$ cat src/rtl/mul_issue_ctrl.sv
// mul_issue_ctrl: EX-stage issue/writeback control for the shift-add multiplier.
// Optional one-entry result cache enabled by defining MUL_PAIR_CACHE_EN.
module mul_issue_ctrl #(
    parameter int DATA_W = 64,
    parameter int OP_W   = 3
) (
    input  logic              clk,
    input  logic              reset,
    input  logic              ex_valid,
    input  logic [OP_W-1:0]   mul_op,
    input  logic [DATA_W-1:0] src1,
    input  logic [DATA_W-1:0] src2,
    input  logic              flush,
    output logic              ex_stall,
    output logic              wb_valid,
    output logic [DATA_W-1:0] wb_data,
    output logic              mul_valid,
    output logic [1:0]        mul_signed,
    output logic              mulw,
    output logic [DATA_W-1:0] mul1,
    output logic [DATA_W-1:0] mul2,
    input  logic              mul_ready,
    input  logic              out_valid_m,
    input  logic [DATA_W-1:0] result_h,
    input  logic [DATA_W-1:0] result_l
);

    localparam logic [OP_W-1:0] OP_MULH   = OP_W'(1);
    localparam logic [OP_W-1:0] OP_MULHSU = OP_W'(2);
    localparam logic [OP_W-1:0] OP_MULHU  = OP_W'(3);
    localparam logic [OP_W-1:0] OP_MULW   = OP_W'(4);

    typedef enum logic [2:0] {
        ST_IDLE,
        ST_REQ,
        ST_WAIT,
        ST_DRAIN,
        ST_RESP
    } state_t;

    state_t            st;
    logic [OP_W-1:0]   op_q;
    logic [1:0]        dec_signed;
    logic              dec_mulw;
    logic              hit;
    logic [DATA_W-1:0] hit_data;

    // Pick the half the op architecturally returns; MULW sign-extends bit 31.
    function automatic logic [DATA_W-1:0] sel_result(
        input logic [OP_W-1:0]   op,
        input logic [DATA_W-1:0] hi,
        input logic [DATA_W-1:0] lo
    );
        case (op)
            OP_MULH, OP_MULHSU, OP_MULHU: sel_result = hi;
            OP_MULW: sel_result = {{(DATA_W-32){lo[31]}}, lo[31:0]};
            default: sel_result = lo;
        endcase
    endfunction

    // Decode the incoming op into multiplier mode; reserved ops act as MUL.
    always_comb begin
        dec_signed = 2'b00;
        dec_mulw   = 1'b0;
        case (mul_op)
            OP_MULH:   dec_signed = 2'b11;
            OP_MULHSU: dec_signed = 2'b10;
            OP_MULW:   dec_mulw   = 1'b1;
            default:   ;
        endcase
    end

`ifdef MUL_PAIR_CACHE_EN
    logic              c_valid;
    logic [DATA_W-1:0] c_src1;
    logic [DATA_W-1:0] c_src2;
    logic [1:0]        c_signed;
    logic              c_mulw;
    logic [DATA_W-1:0] c_h;
    logic [DATA_W-1:0] c_l;
    logic              low_op;

    // Low-half ops do not depend on operand signedness, so they may reuse
    // a product computed under any signed mode.
    always_comb begin
        low_op   = !(mul_op == OP_MULH || mul_op == OP_MULHSU ||
                     mul_op == OP_MULHU);
        hit      = c_valid && (src1 == c_src1) && (src2 == c_src2) &&
                   (dec_mulw == c_mulw) &&
                   ((dec_signed == c_signed) || low_op);
        hit_data = sel_result(mul_op, c_h, c_l);
    end

    // Remember the last completed, non-flushed product.
    always_ff @(posedge clk or posedge reset) begin
        if (reset) begin
            c_valid  <= 1'b0;
            c_src1   <= '0;
            c_src2   <= '0;
            c_signed <= 2'b00;
            c_mulw   <= 1'b0;
            c_h      <= '0;
            c_l      <= '0;
        end else if (st == ST_WAIT && out_valid_m && !flush) begin
            c_valid  <= 1'b1;
            c_src1   <= mul1;
            c_src2   <= mul2;
            c_signed <= mul_signed;
            c_mulw   <= mulw;
            c_h      <= result_h;
            c_l      <= result_l;
        end
    end
`else
    assign hit      = 1'b0;
    assign hit_data = '0;
`endif

    // Issue FSM plus the registered operand, mode and result state.
    always_ff @(posedge clk or posedge reset) begin
        if (reset) begin
            st         <= ST_IDLE;
            op_q       <= '0;
            mul1       <= '0;
            mul2       <= '0;
            mul_signed <= 2'b00;
            mulw       <= 1'b0;
            wb_data    <= '0;
        end else begin
            case (st)
                ST_IDLE: begin
                    if (ex_valid && !flush) begin
                        op_q       <= mul_op;
                        mul1       <= src1;
                        mul2       <= src2;
                        mul_signed <= dec_signed;
                        mulw       <= dec_mulw;
                        if (hit) begin
                            wb_data <= hit_data;
                            st      <= ST_RESP;
                        end else begin
                            st <= ST_REQ;
                        end
                    end
                end
                ST_REQ: begin
                    if (flush)          st <= ST_IDLE;
                    else if (mul_ready) st <= ST_WAIT;
                end
                ST_WAIT: begin
                    if (out_valid_m) begin
                        if (flush) begin
                            st <= ST_IDLE;
                        end else begin
                            wb_data <= sel_result(op_q, result_h, result_l);
                            st      <= ST_RESP;
                        end
                    end else if (flush) begin
                        st <= ST_DRAIN;
                    end
                end
                ST_DRAIN: begin
                    if (out_valid_m) st <= ST_IDLE;
                end
                ST_RESP: st <= ST_IDLE;
                default: st <= ST_IDLE;
            endcase
        end
    end

    // Handshake outputs react to flush in the same cycle; stall is held
    // low while reset is asserted so every output reads zero.
    always_comb begin
        mul_valid = (st == ST_REQ) && !flush;
        wb_valid  = (st == ST_RESP) && !flush;
        ex_stall  = !reset &&
                    (((st == ST_IDLE) && ex_valid && !flush) ||
                     (st == ST_REQ) || (st == ST_WAIT));
    end

endmodule

$ cat config.mk
export PLATFORM = sky130hd
export DESIGN_NAME = mul_issue_ctrl
export DESIGN_NICKNAME = d
export VERILOG_FILES = /design/src/rtl/mul_issue_ctrl.sv
export SDC_FILE = /design/constraint.sdc
export NUM_CORES = 1
export LEC_CHECK = 0
export ABC_AREA = 1
export BUFFER_PORTS_ARGS = -buffer_cell sky130_fd_sc_hd__buf_2
export CORE_AREA = 2 2 181 183
export DETAILED_ROUTE_END_ITERATION = 12
export DIE_AREA = 0 0 183 185
export PLACE_DENSITY = 0.6
export RECOVER_POWER = 25
export SKIP_LAST_GASP = 1
export SYNTH_ARGS = -nofsm -noshare
export SYNTH_HDL_FRONTEND = slang
export SYNTH_SLANG_ARGS = --single-unit
$ cat constraint.sdc
create_clock -name clk -period 11.6 [get_ports clk]
set_input_delay 0.58 -clock clk [delete_from_list [all_inputs] [get_ports clk]]
set_output_delay 0.58 -clock clk [all_outputs]
set_load 0.005 [all_outputs]
After elaboration in Yosys (flattened, before gate mapping)
Index checks and enable logic that the tools add are counted.
- bits of input ports: 265
- bits in registers: 201
- logic and storage cells: 49
- output and inout port bits: 198
- equality and inequality tests: 15
- reduce and logical (&&, ||, !) cells: 15
- muxes and demuxes: 11
- bitwise operators: 1
- operators with widths (kind ; number):
    $pmux W64 S2 ; 1
    $mux W3 ; 7
    $eq A3 B2 Y1 const B ; 5
    $pmux W3 S4 ; 1
    $eq A3 B1 Y1 const B ; 3
    $eq A3 B3 Y1 const B ; 3
    $logic_and A1 B1 Y1 ; 6
    $ne A3 B3 Y1 const B ; 2
    $ne A2 B2 Y1 const B ; 2
    $pmux W2 S2 ; 1
    $reduce_and A4 Y1 ; 1
    $logic_not A3 Y1 ; 1
    $reduce_and A3 Y1 ; 1
    $reduce_or A3 Y1 ; 1
    $logic_not A1 Y1 ; 2
    $logic_or A1 B1 Y1 ; 2
    $reduce_and A2 Y1 ; 1
    $mux W1 ; 1
    $not A1 Y1 ; 1

Logic depth before layout (Yosys ltp)
- depth after elaboration: 6
- gate-level depth with buffers: 9
- mapped depth without buffers: 8

Worst setup path after synthesis
Ideal clock, no wire load.
- kind: input -> output
- start: in flush
- end: out ex_stall
- path buffers: 1
- slack: 9.740 ns
- cell stages on the path: 6
- arrival time: 1.280 ns
- data required time: 11.020 ns
- cell sequence: inv_2 > nand2_1 > nor2_4 > inv_2 > buf_2 > a31oi_1
- word-level cells in the longest chain between the ends: 5
- ends and longest elaborated chain (what ; RTL line ; text):
    start, declared ; 13 ; input logic flush,
    $logic_not A1 Y1 ; 177 ; (((st == ST_IDLE) && ex_valid && !flush) ||
    $logic_and A1 B1 Y1 ; 177 ;
    $logic_or A1 B1 Y1 ; 177 ;
    $logic_or A1 B1 Y1 ; 178 ; (st == ST_REQ) || (st == ST_WAIT));
    $logic_and A1 B1 Y1 ; 176 ; ex_stall = !reset &&
    end, declared ; 14 ; output logic ex_stall,
No other way between the ends.

==> results by group <==
Floorplan
  – Die X: about 180 um
  – Core area: ~0.032 sq mm
  – # rows: 66
  – Num ports: 463
  – Total Die Area: approximately 0.034 sq mm
  – Die H: approximately 190 um
  – Initial Util: 0.272

Synth
  – Main combinational cell family by area after synthesis: simple AND/OR/NAND/NOR gates
  – Count leader, synth: nand2_1
  – Synthesized-area fraction occupied by and/or/nand/nor cells: 0.363
  – Synthesized area per cell: around 7.7 sq um
  – Synth Instances: around 1100
  – Area contributors post-synth: dfrtp_1, nand2_1, nor2_1
  – Netlist cell types: 18
  – Post-synthesis xor/xnor area fraction: 0
  – Synthesized area: 0.00872 sq mm
  – Post-synthesis compound-gate area fraction: 0.00531
  – EDFF count, synth: 0
  – Mapped Nets: about 1400
  – Post-synthesis mux area share: 0
  – Ys Warns: 0
  – Synth Area in Adders: 0
  – Synth top area share: 0.577
  – #FFs+latches synth: around 200
  – Post-synth top cells: nand2_1, dfrtp_1, nor2_1, nand3_1, inv_1
  – Area leader, netlist: dfrtp_1
  – Ys async rst share: 1.00
  – Post-synth top flop: dfrtp_1
  – Register area share after synthesis: 0.577

Route
  – Routed wire length: about 29000 um
  – Met2 routed WL: about 14000 um
  – DRC viols: 0
  – Metal1 wirelength: 11300 um
  – Drt wl/cell: roughly 14 um
  – Uppermost layer routed: met4
  – Via count: about 8600
  – Routed wl met3: about 2600 um
  – Detail Route Antenna Nets: 0
  – Detailed Routing Iterations Pass 1: 5
  – Via/cell ratio: about 4.3
  – DR iter-0 viols: about 300

Cells and area
  – Synthesis-to-finish area growth: 37.8%
  – Layout cells sized above 1: 0.320
  – Seq. cell area: just over 0.005 sq mm
  – Nets@finish: about 1800
  – Fillcell total: between 3000 and 4000
  – Multi-input logic area: roughly 0.0032 sq mm

GRT
  – Total Routing Usage GR: 0.162
  – Pin count of the biggest net entering global routing: roughly 130
  – Grt ovf: 0
  – Vias in the first global route: 8402
  – First-pass GRT wire length: 43900 um
  – Initial antenna violation count: 1

Timing
  – Final WS setup: 6930 ps
  – Total Neg Setup Slack: 0 ps
  – Final period util: 0.403
  – Fin crit period: between 4000 and 5000 ps
  – RSZ-0062 raised after global routing: false
  – Setup Viol. Count Final: 0
  – Final hold violation count: 0
  – Max-slew violation count: around 130
  – Fmax: between 0.2 and 0.25 GHz
  – Max Clock Skew: 9.07 ps
  – Slew @ Worst Pin: around 5800 ps
  – Worst slew margin: -2.88

Clocking
  – Post-cts resize count: 0
  – Clock Sinks: around 200
  – CTS Buf Count: 23
  – Maximum buffer depth of the clock tree: 3
  – CTS tree: yes
  – Post-CTS Setup Bufs: 0
  – Clock transition at path regs: approximately 60 ps
  – H-Tree Depth: 1
  – Clock root buffer: clkbuf_16
  – Worst-Skew Late Latency: approximately 510 ps
  – Post-CTS Hold Buffers: 0

Run status
  – Failing checks: capacitance limit, slew limit
  – Status: finished, violations left

Critical path
  – R2R Path Start: st[1]$_DFFE_PP0P_
  – Worst EP arrival: slightly above 5000 ps
  – Setup crit start kind: input pin
  – Buffer and inverter count on the worst path: 3
  – CP max stage cell: clkinvlp_2
  – Largest delay contributor family on the critical path: buffers and inverters
  – Max FO, Critical Path: 131
  – Crit path capture type: async pin
  – R2R cell count: 9
  – CP required: between 10000 and 15000 ps
  – Critical path launch point: reset
  – Critical path type: in2async
  – Slowest stage delay, CP: between 3000 and 4000 ps
  – Worst R2R End: mul2[35]$_DFFE_PP0P_
  – Cell-by-cell trace of the critical path: clkbuf_1 > clkinvlp_2 > buf_4
  – FF-to-FF setup slack: 8610 ps

Pwr
  – Max IR drop VDD: approximately 0.10 mV
  – Lkg Pwr: a little over 0.007 uW
  – Power Density: about 260 mW/mm^2

Place
  – Port bufs: roughly 460
  – DPL Wire Length: about 21000 um
  – Setup slack at placement: 8390 ps
  – Placer Congestion: 0.842

Hold path
  – HP Start: src2[53]
  – Worst min path class: in2reg
  – Hold Path End: mul2[53]$_DFFE_PP0P_
  – Hold depth: 3

Run
  – Max Cap Violations: 1
==> state kept, by name, summed over array words and instances (netlist names) <==
name and count:
wb_data 64, mul2 64, mul_signed 2, mulw 1, op_q 3, st 3, mul1 64
==> where the power goes <==
part / internal [uW] / switching, uW
Clock: 407 / 278
Combinational: 487 / 694
Sequential: 1060 / 183
==> per-stage QoR <==
stage	std cells	util	area, sq um	hold WS (ps)	power [uW]
2_1_floorplan	1127	-	8720	465	1860
3_3_place_gp	1947	0.353	11300	448	2430
3_5_place_dp	1947	0.353	11300	453	2450
4_1_cts	1985	0.375	12000	229	3160
5_1_grt	1986	0.375	12000	244	3380
6_report	1986	0.375	12000	263	3110
==> worst min-delay path, stage by stage <==
cell and delay (ps):
buf_2 70, nand2_1 40, nand2_1 50
==> layout make-up <==
type | count | area share
sequential | 201 | 0.419
clock inverter | 1 | 0.000729
clock buffer | 37 | 0.0581
tap | 408 | 0.0425
antenna | 1 | 0.000208
inverter | 45 | 0.0144
timing repair buffer | 471 | 0.198
multi-input combinational | 822 | 0.267
==> placed cells by master, fill, tap and decap left out <==
| master | instances |
|---|---|
| nand2_1 | 604 |
| buf_2 | 457 |
| dfrtp_1 | 201 |
| nor2_1 | 134 |
| nand3_1 | 68 |
| inv_1 | 40 |
| clkbuf_16 | 23 |
| clkbuf_1 | 12 |
| buf_4 | 9 |
| o21ai_0 | 8 |
| clkbuf_8 | 7 |
| inv_2 | 3 |
| nor2_4 | 2 |
| nand4_1 | 2 |
| diode_2 | 1 |
| nor2_2 | 1 |
| inv_4 | 1 |
| a31oi_1 | 1 |
| nor4_1 | 1 |
| clkinvlp_2 | 1 |
| nand3b_1 | 1 |
| inv_6 | 1 |
==> cells by family after synthesis <==
family | count (synthesis)
AND/OR/NAND/NOR | 813
buffers and inverters | 104
flip-flops | 201
AO/OA/AOI/OAI | 9
==> routing by layer <==
metal  GRT usage  vias to the layer above
met2       0.288                      346
met3      0.0478                       38
met4      0.0506                        0
li1            -                     4282
met5           0                        -
met1       0.187                     3925
==> worst max-delay path by stage <==
stage,depth (start not counted),endpoint,slack (ps)
after floorplan,1,mul1[0]$_DFFE_PP0P_,5540
after global placement,10,mul1[56]$_DFFE_PP0P_,8420
after detailed placement,10,mul1[51]$_DFFE_PP0P_,8390
after CTS,7,ex_stall,8170
after global routing,3,op_q[2]$_DFFE_PP0P_,5850
final,3,mul1[23]$_DFFE_PP0P_,6930
(Power assumes the default switching activity.)
